[config.mk]
export PLATFORM = sky130hd
export DESIGN_NAME = inst_fetch
export DESIGN_NICKNAME = d
export VERILOG_FILES = /design/src/rtl/ie_defs.sv /design/src/rtl/op_length_rom.sv /design/src/rtl/inst_fetch.sv
export SDC_FILE = /design/constraint.sdc
export NUM_CORES = 1
export LEC_CHECK = 0
export CORE_MARGIN = 2
export CORE_UTILIZATION = 53
export DETAILED_ROUTE_END_ITERATION = 8
export HOLD_SLACK_MARGIN = 0.02
export PLACE_DENSITY = 0.87
export SYNTH_ARGS = -nofsm -noshare
export SYNTH_HDL_FRONTEND = slang
export SYNTH_SLANG_ARGS = --single-unit
[constraint.sdc]
create_clock -name clk -period 4.98 [get_ports clk]
set_clock_uncertainty 0.1 [all_clocks]
set_input_delay 0.747 -clock clk [delete_from_list [all_inputs] [get_ports clk]]
set_output_delay 0.747 -clock clk [all_outputs]
set_load 0.05 [all_outputs]
[src/rtl/ie_defs.sv]
// Shared definitions for the 6502 instruction fetch unit: FSM states and
// the opcode length table.
package ie_defs;

  localparam int unsigned ADDR_W = 16;
  localparam int unsigned DATA_W = 8;

  typedef enum logic [2:0] {
    WAIT_PC,
    FETCH,
    OPC,
    LO,
    HI,
    VALID
  } state_e;

  // Total instruction length in bytes (opcode included). The low nibble
  // selects the opcode column and the high nibble picks out the exceptions.
  // Undefined opcodes are treated as single-byte.
  function automatic logic [1:0] op_len(input logic [DATA_W-1:0] op);
    logic [3:0] hi_n;
    logic [3:0] lo_n;
    hi_n   = op[7:4];
    lo_n   = op[3:0];
    op_len = 2'd1;
    case (lo_n)
      4'h1, 4'h5, 4'h6: op_len = 2'd2;
      4'h9: begin
        if (hi_n[0])           op_len = 2'd3;
        else if (hi_n != 4'h8) op_len = 2'd2;
      end
      4'hD: op_len = 2'd3;
      4'h0: begin
        // Odd rows are the relative branches; 20 is JSR.
        if (hi_n[0])                        op_len = 2'd2;
        else if (hi_n == 4'h2)              op_len = 2'd3;
        else if (hi_n inside {4'hA, 4'hC, 4'hE}) op_len = 2'd2;
      end
      4'h2: if (hi_n == 4'hA) op_len = 2'd2;
      4'h4: if (hi_n inside {4'h2, 4'h8, 4'h9, 4'hA, 4'hB, 4'hC, 4'hE}) op_len = 2'd2;
      4'hC: if (hi_n inside {4'h2, 4'h4, 4'h6, 4'h8, 4'hA, 4'hB, 4'hC, 4'hE}) op_len = 2'd3;
      4'hE: if (hi_n != 4'h9) op_len = 2'd3;
      default: op_len = 2'd1;
    endcase
  endfunction

endpackage

[src/rtl/op_length_rom.sv]
// Combinational opcode-to-length lookup.
module op_length_rom
  import ie_defs::*;
(
  input  logic [DATA_W-1:0] opcode_i,
  output logic [1:0]        len_o
);

  assign len_o = op_len(opcode_i);

endmodule

[src/rtl/inst_fetch.sv]
// 6502 instruction fetch: reads opcode and operand bytes from a byte-wide
// memory with one-cycle read latency and presents whole instructions to decode.
module inst_fetch
  import ie_defs::*;
(
  input  logic              clk,
  input  logic              rst,
  input  logic [ADDR_W-1:0] pc_in,
  input  logic              pc_load,
  output logic [ADDR_W-1:0] mem_addr,
  output logic              mem_rd,
  input  logic [DATA_W-1:0] mem_rdata,
  input  logic              decode_ready,
  output logic              inst_valid,
  output logic [DATA_W-1:0] opcode,
  output logic [15:0]       operand,
  output logic [1:0]        inst_len,
  output logic [ADDR_W-1:0] pc_out
);

  state_e              state_q, state_d;
  logic [ADDR_W-1:0]   pc_q, pc_d;
  logic [DATA_W-1:0]   opcode_q, opcode_d;
  logic [15:0]         operand_q, operand_d;
  logic [1:0]          len_q, len_d;
  logic [1:0]          rom_len;

  op_length_rom u_op_length_rom (
    .opcode_i (mem_rdata),
    .len_o    (rom_len)
  );

  always_ff @(posedge clk) begin
    if (rst) begin
      state_q   <= WAIT_PC;
      pc_q      <= '0;
      opcode_q  <= '0;
      operand_q <= '0;
      len_q     <= '0;
    end else begin
      state_q   <= state_d;
      pc_q      <= pc_d;
      opcode_q  <= opcode_d;
      operand_q <= operand_d;
      len_q     <= len_d;
    end
  end

  always_comb begin
    state_d    = state_q;
    pc_d       = pc_q;
    opcode_d   = opcode_q;
    operand_d  = operand_q;
    len_d      = len_q;
    mem_rd     = 1'b0;
    mem_addr   = '0;
    inst_valid = 1'b0;

    unique case (state_q)
      WAIT_PC: state_d = WAIT_PC;
      FETCH: begin
        mem_rd   = 1'b1;
        mem_addr = pc_q;
        state_d  = OPC;
      end
      OPC: begin
        opcode_d  = mem_rdata;
        operand_d = '0;
        len_d     = rom_len;
        if (rom_len == 2'd1) begin
          state_d = VALID;
        end else begin
          mem_rd   = 1'b1;
          mem_addr = pc_q + 16'd1;
          state_d  = LO;
        end
      end
      LO: begin
        operand_d[7:0] = mem_rdata;
        if (len_q == 2'd3) begin
          mem_rd   = 1'b1;
          mem_addr = pc_q + 16'd2;
          state_d  = HI;
        end else begin
          state_d = VALID;
        end
      end
      HI: begin
        operand_d[15:8] = mem_rdata;
        state_d         = VALID;
      end
      VALID: begin
        inst_valid = 1'b1;
        if (decode_ready) begin
          pc_d    = pc_q + 16'(len_q);
          state_d = FETCH;
        end
      end
      default: state_d = WAIT_PC;
    endcase

    // A redirect squashes both the pending read and any presented
    // instruction, so decode never sees a transfer in the redirect cycle.
    if (pc_load) begin
      pc_d       = pc_in;
      state_d    = FETCH;
      mem_rd     = 1'b0;
      mem_addr   = '0;
      inst_valid = 1'b0;
    end

    if (rst) begin
      mem_rd     = 1'b0;
      mem_addr   = '0;
      inst_valid = 1'b0;
    end
  end

  assign opcode   = opcode_q;
  assign operand  = operand_q;
  assign inst_len = len_q;
  assign pc_out   = pc_q;

endmodule
==> results of run 1 <==
[cells in the final DEF, fill, tap and decap left out, types with 4 or more instances in the layout]
cell type,synthesis,layout
o21ai_0,18,18
o31ai_1,5,5
nor2_1,46,46
nand2_1,48,48
o32ai_1,9,9
ha_1,6,6
nand4_1,7,7
a22oi_1,18,18
nor2b_1,4,4
xor2_1,7,7
a211oi_1,9,9
o22ai_1,4,4
or3_1,4,4
a22o_1,8,8
nor3_1,16,16
o211ai_1,5,5
buf_12,0,14
clkbuf_8,0,7
clkdlybuf4s50_1,0,70
buf_4,5,8
xnor2_1,21,21
inv_1,11,11
a21oi_1,29,29
dfxtp_1,45,45
nor4_1,14,13
a31oi_1,5,5
nand3_1,11,11
[where the power goes]
group          switching (uW)  internal [uW]  leakage (uW)
clock                     134            128     0.0000549
sequential               28.5            370      0.000367
combinational             106           72.9      0.000991
[path summary, 6_finish.rpt]
path                                 from                 endpoint  slack (ns)
setup / recovery  state_q[1]$_SDFFE_PP0P_              mem_addr[8]        0.97
hold / removal     opcode[5]$_SDFFE_PP0P_   opcode[5]$_SDFFE_PP0P_        0.36
setup reg to reg   pc_out[0]$_SDFFE_PP0P_  pc_out[12]$_SDFFE_PP0P_        2.41
hold reg to reg    opcode[5]$_SDFFE_PP0P_   opcode[5]$_SDFFE_PP0P_        0.36
[sequential cells by signal (all words and copies together) (netlist names)]
signal,cells
opcode,8
operand,16
pc_out,16
state_q,3
inst_len,2
[final cells by class]
class / instances / share of cell area, %
Sequential cell: 45 / 21.1
Timing Repair Buffer: 92 / 24.4
Clock inverter: 1 / 0.205
Tap cell: 75 / 2.20
Multi-Input combinational cell: 336 / 48.7
Clock buffer: 7 / 2.26
Inverter: 12 / 1.06
[critical path, stage by stage, from the launching register on]
cell      delay [ns]
dfxtp_1         0.69
ha_1            0.27
clkinv_1        0.27
a21boi_2        0.47
nand2_1         0.40
o32ai_1         0.56
buf_12          0.20
[routing by layer]
layer | up-vias | track usage (%) | part of all wire, %
met2 | 159 | 45.0 | 46
met3 | 30 | 6.48 | 7.8
met5 | - | 0 | 0
li1 | 1696 | - | -
met1 | 1634 | 36.5 | 43
met4 | 0 | 12.7 | 3.4
[kinds of logic after synthesis]
kind of cell	count (synthesis)	synth area share [%]
AOI/OAI and AO/OA	127	26.9
xor gates and xnor gates	28	7.65
adders and majority gates	7	2.97
buffers and inverters	53	7.30
DFF	45	28.1
muxes	3	0.936
and+or+nand+nor	171	26.1
[stage by stage]
| step | std cells | hold slack (ns) | area (sq um) |
|---|---|---|---|
| after floorplan | 434 | 0.535 | 3210 |
| after global placement | 560 | 0.341 | 4160 |
| after detailed placement | 560 | 0.348 | 4160 |
| after CTS | 568 | 0.362 | 4260 |
| after global routing | 568 | 0.385 | 4260 |
| final | 568 | 0.362 | 4260 |
==> impl_results.md, run 1 <==
* Via/cell ratio at 6.20
* Total power draw at about 840 uW
* Number of global-route vias before repair at 3182
* Leakage at approximately 0.0014 uW
* CTS sink cnt at 45
* Fillers at 465
* Clk_lat worst skew at about 0.30 ns
* Synthesized area at 0.00321 sq mm
* Cell depth of the worst flop-to-flop path at 7
* Yosys top cell area share at between 20% and 30%
* WL per Instance at 16.5 microns
* HPWL after DPL at 6.76 mm
* Final Util at 72.4%
* Ys flop type: dfxtp_1
* Final min period at 4.01 ns
* Initial antenna violation count at 0
* Die area at about 0.0067 sq mm
* Post-CTS resize count at 0
* FF+latch area at approximately 900 sq um
* H-tree depth at 2
* # DRC at 0
* Arrival time worst endpoint at 3.17 ns
* Final setup viols at 0
* Count of cell types in the netlist at 56
* GR Overflow Total at 0
* Synth Register Bits at 45
* Async SR Flop Fraction at 0%
* YS warnings at 0
* Clock root buffer: clkbuf_8
* TNS Setup at 0 ns
* CTS tree: built
* VDD IR max at 0.152 mV
* Total number of vias at 3519
* Synth-to-layout area growth at 33.0%
* Worst-margin pin slew at 0.808 ns
* Maximum root-to-sink buffer count at 2
* GPL Wtd Cong at 0.914
* Seq/Total Area, Yosys at 28.1%
* Cell with the most instances after synthesis: nand2_1
* DP Worst Slack at 1.04 ns
* Syn_nets at 469
* Avg Cell Area, Syn at 7.39 sq um
* Setup Fix Bufs, Post-CTS at 0
* Hold Vio Cnt, Final at 0
* RSZ-0062 raised after global routing: false
* Status: finished clean
* Synth top cells by count: 48 x nand2_1, 46 x nor2_1, 45 x dfxtp_1, 29 x a21oi_1
* Detailed Route WL at between 9 and 10 mm
* Post-synth EDFFs at 0
* Critical Path End Type: primary output
* Row count at 28
* Final period utilization at just over 80%
* First-pass GRT wire length at 14.9 mm
* Largest net degree at the start of global routing at 45
* Core area at 0.00589 sq mm
* Max-slew violations at 0
* Hold Path Class: reg2reg
* Die H at 81.8 microns
* Initial Utilization at 54.5%
* Slew HR at 46.1%
* Ports at 88
* Hold_buf cts at 0
* Crit-path max FO at 17
* Final nets at about 530
* Die width at 81.8 microns
* GRT Util Overall at around 28%
* Max Freq at 249 MHz
* Worst Path Required at 4.13 ns
* Clock transition at the registers of the reported paths at 0.09 ns
* TritonRoute pass-1 iters at 6
* Area of the multi-input gates at 0.00208 sq mm
* PortBufs at 87
* Synth area leaders: dfxtp_1 28%, xnor2_1 5.7%, nand2_1 5.6%
* Cells after synthesis at 434
* Min setup slack post-route at 0.966 ns
* Hold Path Cell Cnt at 2
* PwrDens at roughly 200 mW/mm^2
* Critical Path Source Type: register
* TritonCTS buffer count at 5
* Fraction of layout cells with a size suffix above 1 at 7.51%
* Max-cap viol count at 0
* ANT nets after route at 0
* Ant diodes at 0
* DRT iter0 DRCs at 403
* Critical path type: reg2out
* Synth area leader: dfxtp_1
No activity file was read; power rests on OpenSTA's default activity.
==> run 2, diff against run 1 <==
--- a/config.mk
+++ b/config.mk
@@ -6,10 +6,10 @@
 export NUM_CORES = 1
 export LEC_CHECK = 0
 export CORE_MARGIN = 2
-export CORE_UTILIZATION = 53
+export CORE_UTILIZATION = 44
 export DETAILED_ROUTE_END_ITERATION = 8
 export HOLD_SLACK_MARGIN = 0.02
-export PLACE_DENSITY = 0.87
+export PLACE_DENSITY = 0.77
 export SYNTH_ARGS = -nofsm -noshare
 export SYNTH_HDL_FRONTEND = slang
 export SYNTH_SLANG_ARGS = --single-unit
==> constraint.sdc (replaced) <==
create_clock -name clk -period 3.35 [get_ports clk]
set_clock_uncertainty 0.1 [all_clocks]
set_input_delay 0.5025 -clock clk [delete_from_list [all_inputs] [get_ports clk]]
set_output_delay 0.5025 -clock clk [all_outputs]
set_load 0.05 [all_outputs]
==> impl_results.md, run 2 (synthesis results as in run 1) <==
* Max Freq at 304 MHz
* TritonCTS buffer count at 5 (unchanged)
* Detailed Route WL at 9.97 mm (+6.2%)
* Seq pwr share at 45.7% (-1.8 points)
* Power Internal at 835 uW (+46%)
* Die width at 89.4 microns (+9.3%)
* Hold Path Cell Cnt at 2 (unchanged)
* PwrDens at 277 mW/mm^2 (+41%)
* Reg-to-Reg Start: pc_out[0]$_SDFFE_PP0P_
* Hold_buf cts at 0 (unchanged)
* Critical Path Source Type: input port
* Clock power share at 30.2% (-1.0 points)
* Final min period at 3.29 ns
* Die area at 0.00799 sq mm (+19%)
* Synth-to-layout area growth at 42.8%
* Clock root buffer: clkbuf_8
* TritonRoute pass-1 iters at 5 (-1)
* RSZ-0062 raised after global routing: true
* Sw Ratio at 34.1% (+2.2 points)
* R2R Path End: pc_out[12]$_SDFFE_PP0P_
* Ports at 88 (unchanged)
* Hold Path Sink: opcode[2]$_SDFFE_PP0P_
* Sw Pwr at 432 uW (+61%)
* GPL Wtd Cong at 0.968 (+6.0%)
* Critical Path End Type: primary output
* Number of global-route vias before repair at 3324 (+4.5%)
* Crit-path max FO at 20 (+3)
* Core area at 0.00714 sq mm (+21%)
* ANT nets after route at 0 (unchanged)
* CTS tree: built
* Initial antenna violation count at 0 (unchanged)
* Hold_sp: opcode[2]$_SDFFE_PP0P_
* PortBufs at 87 (unchanged)
* GRT Util Overall at 25.5% (-2.8 points)
* VDD IR max at 0.203 mV (+34%)
* H-tree depth at 2 (unchanged)
* Fraction of layout cells with a size suffix above 1 at 13.5% (+6.0 points)
* Status: finished clean
* Clk_lat worst skew at 0.31 ns (about the same)
* Most frequent cells in the layout: 69 x clkdlybuf4s50_1, 47 x nand2_1, 46 x nor2_1, 45 x dfxtp_1, 29 x a21oi_1
* Final Util at 64.1% (-8.3 points)
* First-pass GRT wire length at 16.1 mm (+7.9%)
* Clock transition at the registers of the reported paths at 0.10 ns (about the same)
* DP Worst Slack at 0.0561 ns (-0.981 ns)
* WL per Instance at 16.2 microns (-2.0%)
* Leakage at 0.00156 uW (+10%)
* Worst Path Required at 2.75 ns (-1.38 ns)
* Largest net degree at the start of global routing at 45 (unchanged)
* Reg2Reg Setup Slack at 0.73 ns (-1.68 ns)
* HPWL after DPL at 7.25 mm (+7.4%)
* Final setup viols at 0 (unchanged)
* Fin cells at 616 (+8.5%)
* Maximum root-to-sink buffer count at 2 (unchanged)
* GR Overflow Total at 0 (unchanged)
* Placed insts at 608 (+8.6%)
* DRT iter0 DRCs at 366 (-9.2%)
* Hold Path Class: reg2reg
* Placed cell areas at 0.00444 sq mm (+6.8%)
* Ant diodes at 0 (unchanged)
* Arrival time worst endpoint at 2.69 ns (-0.48 ns)
* Total number of vias at 3648 (+3.7%)
* Final period utilization at a little over nine tenths
* # DRC at 0 (unchanged)
* Min setup slack post-route at 0.0578 ns (-0.908 ns)
* Initial Utilization at 44.9% (-9.6 points)
* Worst-margin pin slew at 0.752 ns (-0.0560 ns)
* Hold Vio Cnt, Final at 0 (unchanged)
* Max-cap viol count at 0 (unchanged)
* Cell depth of the worst flop-to-flop path at 7 (unchanged)
* Fillers at 654 (+41%)
* Commonest non-fill, non-tap cell in the layout: clkdlybuf4s50_1
* Hold slack at 0.370 ns (+0.00862 ns)
* Combinational Power Share at 24.1% (+2.8 points)
* Cell area after layout at 0.00458 sq mm (+7.4%)
* Slew HR at 49.8% (+3.7 points)
* Max-slew violations at 0 (unchanged)
* Die H at 89.4 microns (+9.3%)
* Row count at 31 (+11%)
* Final nets at 551 (+4.6%)
* Via/cell ratio at 5.92 (-4.4%)
* Critical path type: in2out
* CTS sink cnt at 45 (unchanged)
* Post-CTS resize count at 0 (unchanged)
* Setup Fix Bufs, Post-CTS at 0 (unchanged)
## run 2: power groups by stage
stage                     clock network (uW)  logic [uW]  registers (uW)
after floorplan                            0         145             627
after global placement                     0         297             590
after CTS                                391         301             578
final                                    383         305             579
after global routing                     414         328             582
after detailed placement                   0         300             591
## run 2: how the worst max path moves through the flow
stage | start | cells past startpoint | to
3_5_place_dp | mem_rdata[2] | 8 | mem_addr[12]
5_1_grt | mem_rdata[2] | 9 | mem_addr[11]
6_report | mem_rdata[2] | 8 | mem_addr[14]
4_1_cts | state_q[1]$_SDFFE_PP0P_ | 7 | mem_addr[12]
2_1_floorplan | state_q[2]$_SDFFE_PP0P_ | 8 | mem_addr[10]
3_3_place_gp | mem_rdata[5] | 9 | mem_addr[11]
## run 2: cell type report
| type | count | area [sq um] | area share [%] |
|---|---|---|---|
| inverters | 12 | 45.0 | 0.984 |
| clock inverters | 3 | 28.8 | 0.629 |
| well taps | 99 | 124 | 2.71 |
| flip-flops and latches | 45 | 901 | 19.7 |
| multi-input cells | 336 | 2130 | 46.5 |
| clock buffers | 5 | 68.8 | 1.50 |
| repair buffers | 116 | 1280 | 28.0 |
## run 2: critical path: stages
cell and delay, ns:
clkdlybuf4s50_1 0.66, buf_4 0.19, nand2b_1 0.08, nor4_1 0.35, nor4_2 0.11, buf_12 0.17, o32ai_1 0.42, buf_12 0.19
## run 2: stage by stage
stage,TNS [ns],total power (uW)
global route,-0.154,1320
global placement,0,887
floorplan,-0.689,772
finish,0,1270
detailed placement,0,891
CTS,0,1270
## run 2: metal layers
metal	vias to the layer above	GRT usage, %	part of all wire [%]
met5	-	0	0
met4	0	9.09	1.8
met3	19	6.28	8.0
met2	160	41.3	48
met1	1724	32.9	42
li1	1745	-	-
